<file path="config.mk">
export PLATFORM = sky130hd
export DESIGN_NAME = elevator_call_scheduler
export DESIGN_NICKNAME = d
export VERILOG_FILES = /design/src/rtl/elevator_call_scheduler.sv
export SDC_FILE = /design/constraint.sdc
export NUM_CORES = 1
export LEC_CHECK = 0
export ABC_AREA = 1
export ABC_CLOCK_PERIOD_IN_PS = 1730
export CAP_MARGIN = 15
export CORE_MARGIN = 2
export CORE_UTILIZATION = 30
export CTS_BUF_LIST = sky130_fd_sc_hd__clkbuf_2 sky130_fd_sc_hd__clkbuf_4 sky130_fd_sc_hd__clkbuf_8
export DETAILED_ROUTE_END_ITERATION = 10
export PLACE_DENSITY_LB_ADDON = 0.08
export SLEW_MARGIN = 20
export SYNTH_ARGS = -nofsm -noshare
export SYNTH_HDL_FRONTEND = slang
export SYNTH_SLANG_ARGS = --single-unit
</file>
<file path="constraint.sdc">
create_clock -name clk -period 1.73 [get_ports clk]
set_input_delay 0.346 -clock clk [delete_from_list [all_inputs] [get_ports clk]]
set_output_delay 0.346 -clock clk [all_outputs]
set_load 0.005 [all_outputs]
</file>
<file path="src/rtl/elevator_call_scheduler.sv">
// Call-button front end for the elevator car controller: synchronises and debounces buttons,
// latches pending calls and picks the next target floor with SCAN ordering.
module elevator_call_scheduler #(
   parameter int NUM_FLOORS      = 6,
   parameter int DEBOUNCE_CYCLES = 16
) (
   input  logic                  clk,
   input  logic                  rst,
   input  logic [NUM_FLOORS-1:0] call_btn,
   input  logic [3:0]            current_floor,
   input  logic                  car_idle,
   output logic [3:0]            requested_floor,
   output logic [NUM_FLOORS-1:0] pending,
   output logic                  dir_up,
   output logic                  busy
);

   localparam int CNT_W = $clog2(DEBOUNCE_CYCLES + 1);
   localparam logic [CNT_W-1:0] CNT_MAX = CNT_W'(DEBOUNCE_CYCLES);
   localparam logic [CNT_W-1:0] CNT_ONE = CNT_W'(1);

   typedef enum logic [1:0] {
      S_IDLE = 2'd0,
      S_UP   = 2'd1,
      S_DOWN = 2'd2
   } state_t;

   logic [NUM_FLOORS-1:0] sync1_r;
   logic [NUM_FLOORS-1:0] sync2_r;
   logic [CNT_W-1:0]      cnt_r [NUM_FLOORS];
   logic [NUM_FLOORS-1:0] press_s;
   logic [NUM_FLOORS-1:0] pending_nxt_s;
   logic                  above_s;
   logic                  below_s;
   logic [3:0]            up_tgt_s;
   logic [3:0]            dn_tgt_s;
   state_t                state_r;

   // Two-flop synchroniser followed by a saturating stable-high counter per button
   always_ff @(posedge clk) begin
      if (rst) begin
         sync1_r <= '0;
         sync2_r <= '0;
         for (int f = 0; f < NUM_FLOORS; f++) begin
            cnt_r[f] <= '0;
         end
      end else begin
         sync1_r <= call_btn;
         sync2_r <= sync1_r;
         for (int f = 0; f < NUM_FLOORS; f++) begin
            if (!sync2_r[f]) begin
               cnt_r[f] <= '0;
            end else if (cnt_r[f] != CNT_MAX) begin
               cnt_r[f] <= cnt_r[f] + CNT_ONE;
            end else begin
               cnt_r[f] <= cnt_r[f];
            end
         end
      end
   end

   // press fires once, in the cycle the counter steps onto its ceiling; serving beats pressing
   always_comb begin
      press_s       = '0;
      pending_nxt_s = '0;
      for (int f = 0; f < NUM_FLOORS; f++) begin
         press_s[f]       = sync2_r[f] && (cnt_r[f] == (CNT_MAX - CNT_ONE));
         pending_nxt_s[f] = (pending[f] | press_s[f]) & ~(car_idle && (current_floor == 4'(f)));
      end
   end

   // Nearest pending call above and below; with no candidate the target falls back to the car's floor
   always_comb begin
      above_s  = 1'b0;
      below_s  = 1'b0;
      up_tgt_s = current_floor;
      dn_tgt_s = current_floor;
      for (int f = NUM_FLOORS - 1; f >= 0; f--) begin
         above_s  = above_s | (pending[f] && (4'(f) > current_floor));
         up_tgt_s = (pending[f] && (4'(f) > current_floor)) ? 4'(f) : up_tgt_s;
      end
      for (int f = 0; f < NUM_FLOORS; f++) begin
         below_s  = below_s | (pending[f] && (4'(f) < current_floor));
         dn_tgt_s = (pending[f] && (4'(f) < current_floor)) ? 4'(f) : dn_tgt_s;
      end
   end

   always_ff @(posedge clk) begin
      if (rst) begin
         pending <= '0;
      end else begin
         pending <= pending_nxt_s;
      end
   end

   // SCAN sweep: keep direction while calls remain ahead, otherwise turn or go idle
   always_ff @(posedge clk) begin
      if (rst) begin
         state_r <= S_IDLE;
         dir_up  <= 1'b1;
         busy    <= 1'b0;
      end else begin
         case (state_r)
            S_IDLE: begin
               if (above_s) begin
                  state_r <= S_UP;
                  dir_up  <= 1'b1;
                  busy    <= 1'b1;
               end else if (below_s) begin
                  state_r <= S_DOWN;
                  dir_up  <= 1'b0;
                  busy    <= 1'b1;
               end else begin
                  state_r <= S_IDLE;
                  busy    <= 1'b0;
               end
            end
            S_UP: begin
               if (above_s) begin
                  state_r <= S_UP;
                  busy    <= 1'b1;
               end else if (below_s) begin
                  state_r <= S_DOWN;
                  dir_up  <= 1'b0;
                  busy    <= 1'b1;
               end else begin
                  state_r <= S_IDLE;
                  busy    <= 1'b0;
               end
            end
            S_DOWN: begin
               if (below_s) begin
                  state_r <= S_DOWN;
                  busy    <= 1'b1;
               end else if (above_s) begin
                  state_r <= S_UP;
                  dir_up  <= 1'b1;
                  busy    <= 1'b1;
               end else begin
                  state_r <= S_IDLE;
                  busy    <= 1'b0;
               end
            end
            default: begin
               state_r <= S_IDLE;
               busy    <= 1'b0;
            end
         endcase
      end
   end

   always_ff @(posedge clk) begin
      if (rst) begin
         requested_floor <= 4'd0;
      end else begin
         case (state_r)
            S_UP:    requested_floor <= up_tgt_s;
            S_DOWN:  requested_floor <= dn_tgt_s;
            S_IDLE:  requested_floor <= current_floor;
            default: requested_floor <= current_floor;
         endcase
      end
   end

endmodule

</file>
# ---- Yosys cells after proc, flatten, opt, wreduce, memory -nomap -nowiden
# Memories as Yosys holds them, arrays and structs flattened.
# Cells that the tools add are included.
dict set report totals {
  reg_bits 26
  ramBits 30
  input_bits 13
  word_cells 238
  mem_count 1
}
# name depth width read_ports rd_ports_with_merged_regs wr line_no
set memory_table {}
lappend memory_table {cnt_r 6 5 6 0 6 30} ;# logic [CNT_W-1:0] cnt_r [NUM_FLOORS];
dict set report classes {
  addsub 6
  magnitude_cmp 12
  eq_ne 22
  mux 115
  n_bitwise 46
  reduce_logical 29
}
# operator n
set ops {}
lappend ops {{2-to-1 mux 5 bit} 18}
lappend ops {{2-to-1 mux 1 bit} 78}
lappend ops {{2-to-1 mux 4 bit} 12}
lappend ops {{OR 1 bit} 34}
lappend ops {{adder 5 x 1 -> 5 bit (second input constant)} 6}
lappend ops {{== test 5 x 4 -> 1 bit (second input constant)} 6}
lappend ops {{inequality test 5 bit (second input constant)} 6}
lappend ops {{logical AND 1 bit} 24}
lappend ops {{== test 4 x 2 -> 1 bit (second input constant)} 2}
lappend ops {{== test 4 x 3 -> 1 bit (second input constant)} 2}
lappend ops {{greater-than comparator 1 x 4 -> 1 bit (first input constant)} 2}
lappend ops {{greater-than comparator 2 x 4 -> 1 bit (first input constant)} 2}
lappend ops {{greater-than comparator 3 x 4 -> 1 bit (first input constant)} 2}
lappend ops {{< comparator 1 x 4 -> 1 bit (first input constant)} 2}
lappend ops {{< comparator 2 x 4 -> 1 bit (first input constant)} 2}
lappend ops {{< comparator 3 x 4 -> 1 bit (first input constant)} 2}
lappend ops {{case mux 4 bit (2 select lines)} 1}
lappend ops {{bitwise AND 1 bit} 6}
lappend ops {{2-to-1 mux 2 bit} 3}
lappend ops {{inequality test 2 bit (second input constant)} 3}
lappend ops {{inverter 1 bit} 6}
lappend ops {{== test 4 x 1 -> 1 bit (second input constant)} 1}
lappend ops {{zero test 4 bit} 1}
lappend ops {{case mux 2 bit (2 select lines)} 1}
lappend ops {{8 further kinds} 8}

# ---- Logic depth before layout (Yosys ltp)
dict set report depth {
  depth_word 10
  depth_mapped 12
  depth_no_buf 11
}

# ---- Worst setup path after synthesis
# No wires, ideal clock.
dict set report synth_path {
  kind {register -> register}
  from {memory cnt_r[5][0] (netlist bit)}
  to {memory cnt_r[5][0] (netlist bit), enable pin}
  setup_time_ps 302
  arrival_time_ps 1299
  required_time_ps 1428
  slack_ps 128
  stages_incl_launch_ff 6
  path_buffers 0
  path_cell_list {edfxtp_1 inv_1 ha_1 nand2_1 o31ai_1 nand2_1}
}
# element line_no
set synth_lines {}
lappend synth_lines {{from (decl)} 30}

# ---- Final worst setup path
dict set report layout_path {
  from {register pending[4]}
  to {output port pending[4]}
}
# element line_no
set layout_lines {}
lappend layout_lines {{from (decl)} 13} ;# output logic [NUM_FLOORS-1:0] pending,
lappend layout_lines {{from (signal assigned)} 92} ;# pending <= pending_nxt_s;
# No word-level cell between the ends.

==> metrics.txt <==
first-pass GRT wire length=10.9 mm; Slew Limit Fails=0; Rel. slew slack=75.2%; R2R setup slack=0.16 ns; Ys Warns=0; Pwr per Cell Area=637 nW/um2; synthesized area per cell=8.38 um2; Slowest-stage cell, CP=clkdlybuf4s50_1; remaining global-route overflow=0; Tot Pwr=2.39 mW; TritonCTS buffer count=5; max-cap violations=0; final hold vios=0; drt first pass iters=4; share of layout cells above drive strength 1=15.7%; post-place setup slack=-0.291 ns; Max VDD drop=0.000268 V; per-cell routed wire length=11.4 um; Die Ht=104 um; Core Area=9730 um2; Bufs and invs on worst path=1; total track usage=12.4%; worst endpoint required time=1.38 ns; sequential element share of the synthesized area=47.7%; count leader, synth=inv_1; H-tree level count=2; Post-synth top flop=edfxtp_1; Skew-Pair Late Insertion Delay=0.31 ns; Synth async-reset ratio=0%; instance count on the critical path=1; Least-Margin Pin Slew=0.370 ns; Setup crit start=pending[4]$_SDFF_PP0_; r2r endpoint=cnt_r[5][0]$_SDFFCE_PN0P_; final WL=6.30 mm; CP endpoint kind=output pin; Layout area overhead=25.7%; die extent in x=104 um; RePlAce Congestion=0.860; # diodes=0; Setup Skew=0.00809 ns; cts hold-fix bufs=0; die area=10800 um2; Fmax achieved=605 MHz; initial antenna violation count=0; startpoint types=flip-flop; Hold Path Class=flip-flop to flip-flop; Final Core Density=38.5%; min cycle time layout=1.65 ns; via count=2351; largest net degree at the start of global routing=18; EDFF count, synth=30; final setup violation count=0; Post-CTS Setup Bufs=0; CP cell instances=clkdlybuf4s50_1; top cell type's share of synthesized area=30.2%; Syn Nets=391; Area contributors post-synth=edfxtp_1 30%, dfxtp_1 17%, ha_1 9.2%, inv_1 8.7%, nand2_1 7.3%; crit path to=pending[4]; Detailed Place HPWL=4.97 mm; TritonCTS clock tree=done; Max stage delay on crit path=0.54 ns; CP top delay family=buffers and inverters; Buffers on Ports=24; crit path kind=flip-flop to output pin; Nets=454; Via density=4.25; CTS max path bufs=2; unrepaired setup endpoints after global routing=false; Unique masters post-synth=31; Sink Count=56; Pleak=1.63 nW; status=finished clean; DRC=0; multi-input logic area=1270 um2; Worst Path Max Fanout=4; Initial Utilization=30.7%; Post-Syn Instances=356; 1st-iter DRT viols=56; I/O pin count=25; worst reg2reg startpoint=cnt_r[5][1]$_SDFFCE_PN0P_; Final ANT Viol Nets=0; Fillers=1039; register area=1420 um2; post-synthesis cell area=2980 um2; final worst slack=0.0776 ns; commonest cells in the netlist=69 x inv_1, 58 x nand2_1, 51 x nor2_1; number of global-route vias before repair=2348; Core Rows=36; fin crit share=95.5%; CP arrival=1.31 ns; worst r2r path cells=7; #FFs+latches synth=56; Synth area leader=edfxtp_1; Clk pin slew, worst setup/hold paths=0.10 ns; CTS Root Cell=clkbuf_8
## worst min path at each step
stage	from	to	slack, ns	cells after the start
2_1_floorplan	sync1_r[0]$_SDFF_PP0_	sync2_r[0]$_SDFF_PP0_	0.39	2
3_5_place_dp	sync1_r[4]$_SDFF_PP0_	sync2_r[4]$_SDFF_PP0_	0.40	2
5_1_grt	sync1_r[4]$_SDFF_PP0_	sync2_r[4]$_SDFF_PP0_	0.43	2
4_1_cts	sync1_r[4]$_SDFF_PP0_	sync2_r[4]$_SDFF_PP0_	0.41	2
6_report	sync1_r[4]$_SDFF_PP0_	sync2_r[4]$_SDFF_PP0_	0.41	2
3_3_place_gp	sync1_r[0]$_SDFF_PP0_	sync2_r[0]$_SDFF_PP0_	0.39	2
## power breakdown
part | internal (mW) | switching, mW | total, mW
Clock | 0.343 | 0.440 | 0.783
Combinational | 0.0914 | 0.0900 | 0.181
Sequential | 1.41 | 0.0128 | 1.43
Total | 1.85 | 0.543 | 2.39
## per-layer routing
metal / vias to the layer above / wire length, um / track usage [%]
met4: 0 / 72 / 3.76
met5: - / 0 / 0
li1: 1263 / - / -
met3: 8 / 127 / 2.14
met2: 16 / 3060 / 21.7
met1: 1064 / 3040 / 15.7
## state kept, by name, indices dropped and copies added, names as in the netlist
signal,flops
requested_floor,4
state_r,2
dir_up,1
busy,1
sync1_r,6
cnt_r,30
sync2_r,6
pending,6
## cells in the final DEF, fill, tap and decap left out, drive strengths merged
cell	instances
a31oi	2
clkbuf	7
o41ai	1
o211ai	1
nor2	59
dlymetal6s2s	4
nand3	17
a311oi	2
o21ai	9
nor3	6
a21oi	18
o21a	3
buf	36
a211o	1
edfxtp	30
or2	1
inv	72
nand2	64
clkdlybuf4s50	20
nand3b	6
ha	22
clkinvlp	1
a32o	1
o21bai	3
nor3b	5
nand4	2
o31ai	1
dfxtp	26
## timing repair
| action | 4_1_cts | 5_1_grt |
|---|---|---|
| resized for setup | 1 | 5 |
| setup endpoints to repair | 2 | 6 |
| pin swaps | 0 | 0 |
## per-stage QoR
stage / hold slack, ns / area (um2) / std cells / setup TNS [ns]
floorplan: 0.388 / 2980 / 356 / 0
global placement: 0.393 / 3640 / 545 / -3.56
detailed placement: 0.397 / 3640 / 545 / -4.17
CTS: 0.412 / 3740 / 553 / 0
global route: 0.426 / 3750 / 553 / 0
finish: 0.408 / 3750 / 553 / 0
## area by class of cell
type                       instances  area share, %
inverter                          72           7.21
sequential                        56           37.9
timing repair buffer              60           13.9
clock inverter                     1          0.200
multi-input combinational        224           34.0
clock buffer                       7           2.40
tap                              133           4.44
## cell families after synthesis
family | synth area share [%]
AO/OA/AOI/OAI | 8.52
adder cells (fa/ha/maj) | 9.23
buffers and inverters | 9.82
flip-flops | 47.7
AND/OR/NAND/NOR | 24.8
(Power assumes the default switching activity.)
==> variant (same settings) <==
Register the inputs `call_btn`, `current_floor` and `car_idle` before use, cleared by the reset. The logic sees them one clock later.
--- a/src/rtl/elevator_call_scheduler.sv
+++ b/src/rtl/elevator_call_scheduler.sv
@@ -25,6 +25,22 @@
       S_DOWN = 2'd2
    } state_t;
 
+   logic [NUM_FLOORS-1:0] call_btn_q;
+   logic [3:0] current_floor_q;
+   logic car_idle_q;
+
+   always_ff @(posedge clk) begin
+      if (rst) begin
+         call_btn_q      <= '0;
+         current_floor_q <= '0;
+         car_idle_q      <= '0;
+      end else begin
+         call_btn_q      <= call_btn;
+         current_floor_q <= current_floor;
+         car_idle_q      <= car_idle;
+      end
+   end
+
    logic [NUM_FLOORS-1:0] sync1_r;
    logic [NUM_FLOORS-1:0] sync2_r;
    logic [CNT_W-1:0]      cnt_r [NUM_FLOORS];
@@ -45,7 +61,7 @@
             cnt_r[f] <= '0;
          end
       end else begin
-         sync1_r <= call_btn;
+         sync1_r <= call_btn_q;
          sync2_r <= sync1_r;
          for (int f = 0; f < NUM_FLOORS; f++) begin
             if (!sync2_r[f]) begin
@@ -65,7 +81,7 @@
       pending_nxt_s = '0;
       for (int f = 0; f < NUM_FLOORS; f++) begin
          press_s[f]       = sync2_r[f] && (cnt_r[f] == (CNT_MAX - CNT_ONE));
-         pending_nxt_s[f] = (pending[f] | press_s[f]) & ~(car_idle && (current_floor == 4'(f)));
+         pending_nxt_s[f] = (pending[f] | press_s[f]) & ~(car_idle_q && (current_floor_q == 4'(f)));
       end
    end
 
@@ -73,15 +89,15 @@
    always_comb begin
       above_s  = 1'b0;
       below_s  = 1'b0;
-      up_tgt_s = current_floor;
-      dn_tgt_s = current_floor;
+      up_tgt_s = current_floor_q;
+      dn_tgt_s = current_floor_q;
       for (int f = NUM_FLOORS - 1; f >= 0; f--) begin
-         above_s  = above_s | (pending[f] && (4'(f) > current_floor));
-         up_tgt_s = (pending[f] && (4'(f) > current_floor)) ? 4'(f) : up_tgt_s;
+         above_s  = above_s | (pending[f] && (4'(f) > current_floor_q));
+         up_tgt_s = (pending[f] && (4'(f) > current_floor_q)) ? 4'(f) : up_tgt_s;
       end
       for (int f = 0; f < NUM_FLOORS; f++) begin
-         below_s  = below_s | (pending[f] && (4'(f) < current_floor));
-         dn_tgt_s = (pending[f] && (4'(f) < current_floor)) ? 4'(f) : dn_tgt_s;
+         below_s  = below_s | (pending[f] && (4'(f) < current_floor_q));
+         dn_tgt_s = (pending[f] && (4'(f) < current_floor_q)) ? 4'(f) : dn_tgt_s;
       end
    end
 
@@ -156,8 +172,8 @@
          case (state_r)
             S_UP:    requested_floor <= up_tgt_s;
             S_DOWN:  requested_floor <= dn_tgt_s;
-            S_IDLE:  requested_floor <= current_floor;
-            default: requested_floor <= current_floor;
+            S_IDLE:  requested_floor <= current_floor_q;
+            default: requested_floor <= current_floor_q;
          endcase
       end
    end
Function: changed (a bounded check fails within 4 cycles, from zero or initial values and one cycle with rst high).
==> variant against the original RTL <==
Synthesized area rose by 11%. Critical path depth unchanged. Power increased by 33%. Synthesized cell count grew 9.6%. Worst setup slack worse by 0.0086 ns. Final area increased by 7.0%. Count of clock-buffer cells in the layout up 5. Sequential cell count increased by 11. Wire length rose by 1.5%. Critical path type unchanged. Critical endpoint is now pending[2].
==> variant: results (changes against the original RTL) <==
| Metric | Value |
|---|---|
| Outcome | completed |
| Met1 Usage GRT | 0.146 (-0.0112) |
| Critical Path Source | pending[2] |
| Cell Pwr Density | 794 mW/mm² (+25%) |
| Met3 Use GR | 0.0359 (+0.0145) |
| Fill cells | 1,122 (+8.0%) |
| DP HPWL | 4740 µm (-4.6%) |
| Length in cells of the worst reg-to-reg path | 9 (+2) |
| DRT met1 WL | 3060 µm (+0.56%) |
| Clk sinks | 67 (+20%) |
| Overall Global Routing Usage | 0.123 (-0.00164) |
| Post-layout min period | 1.66 ns (+0.00863 ns) |
| CTS buffer count | 9 (+4) |
| WHS | 0.396 ns (-0.0127 ns) |
| Dpl cells | 560 (+2.8%) |
| Initial DRC count | 82 (+46%) |
| Pre-CTS WS | 0.00309 ns (+0.294 ns) |
| Static Leakage | 1.70 nW (+4.3%) |
| Via Count | 2,456 (+4.5%) |
| Gpl congestion | 0.766 (-11%) |
| H-tree depth | 3 (+1) |
| Net Switching | 0.000709 W (+30%) |
| Mapped Nets | 425 (+8.7%) |
| Worst Tran Pin Value | 0.405 ns (+0.0352 ns) |
| Max IR drop VDD | 0.299 mV (+12%) |
| Hold EP | sync2_r[3] |
| Worst r2r src | current_floor_q[1] |
| Synth top area cells | edfxtp_1 27%, dfxtp_1 22%, inv_1 8.7%, ha_1 8.3%, nor2_1 7.4% |
| Synth Area per Inst | 8.48 µm² (+1.2%) |
| First-pass GRT wire length | 11,000 µm (+0.63%) |
| Routed wire length | 6400 µm (+1.5%) |
| Hold Startpoint | sync1_r[3] |
| P_comb | 0.000154 W (-15%) |
| Post-CTS sizing | 0 (-1) |
| Unique masters post-synth | 36 (+16%) |
| Worst setup path endpoint | pending[2] |
| Post-synthesis sequential area ratio | 0.497 (+0.0201) |
| Synth-to-layout area growth | 21.4% |
-- variant: changes by cell type in the layout (fill, tap and decap cells not counted), sizes merged, moves of 4 or more --
cell	unedited run	this run
buf	36	11
clkbuf	7	12
clkdlybuf4s50	20	24
dfxtp	26	37
dlymetal6s2s	4	0
inv	72	82
nor2	59	73
-- variant: logic make-up (layout without fill, tap and decap cells) --
kind of cell / Yosys count / after routing / share of synthesized area
AND/OR/NAND/NOR: 176 / 176 / 0.248
buffers and inverters: 86 / 132 / 0.0992
flip-flops: 67 / 67 / 0.497
AO/OA/AOI/OAI: 37 / 37 / 0.0681
adder cells (fa/ha/maj): 22 / 22 / 0.0833
XOR/XNOR: 2 / 2 / 0.00530
-- variant: layout make-up --
type / instances / area share
multi-input cells: 237 / 0.334
clock buffers: 12 / 0.0380
inverters: 81 / 0.0757
flip-flops and latches: 67 / 0.410
well taps: 140 / 0.0436
repair buffers: 35 / 0.0867
clock inverters: 4 / 0.0122
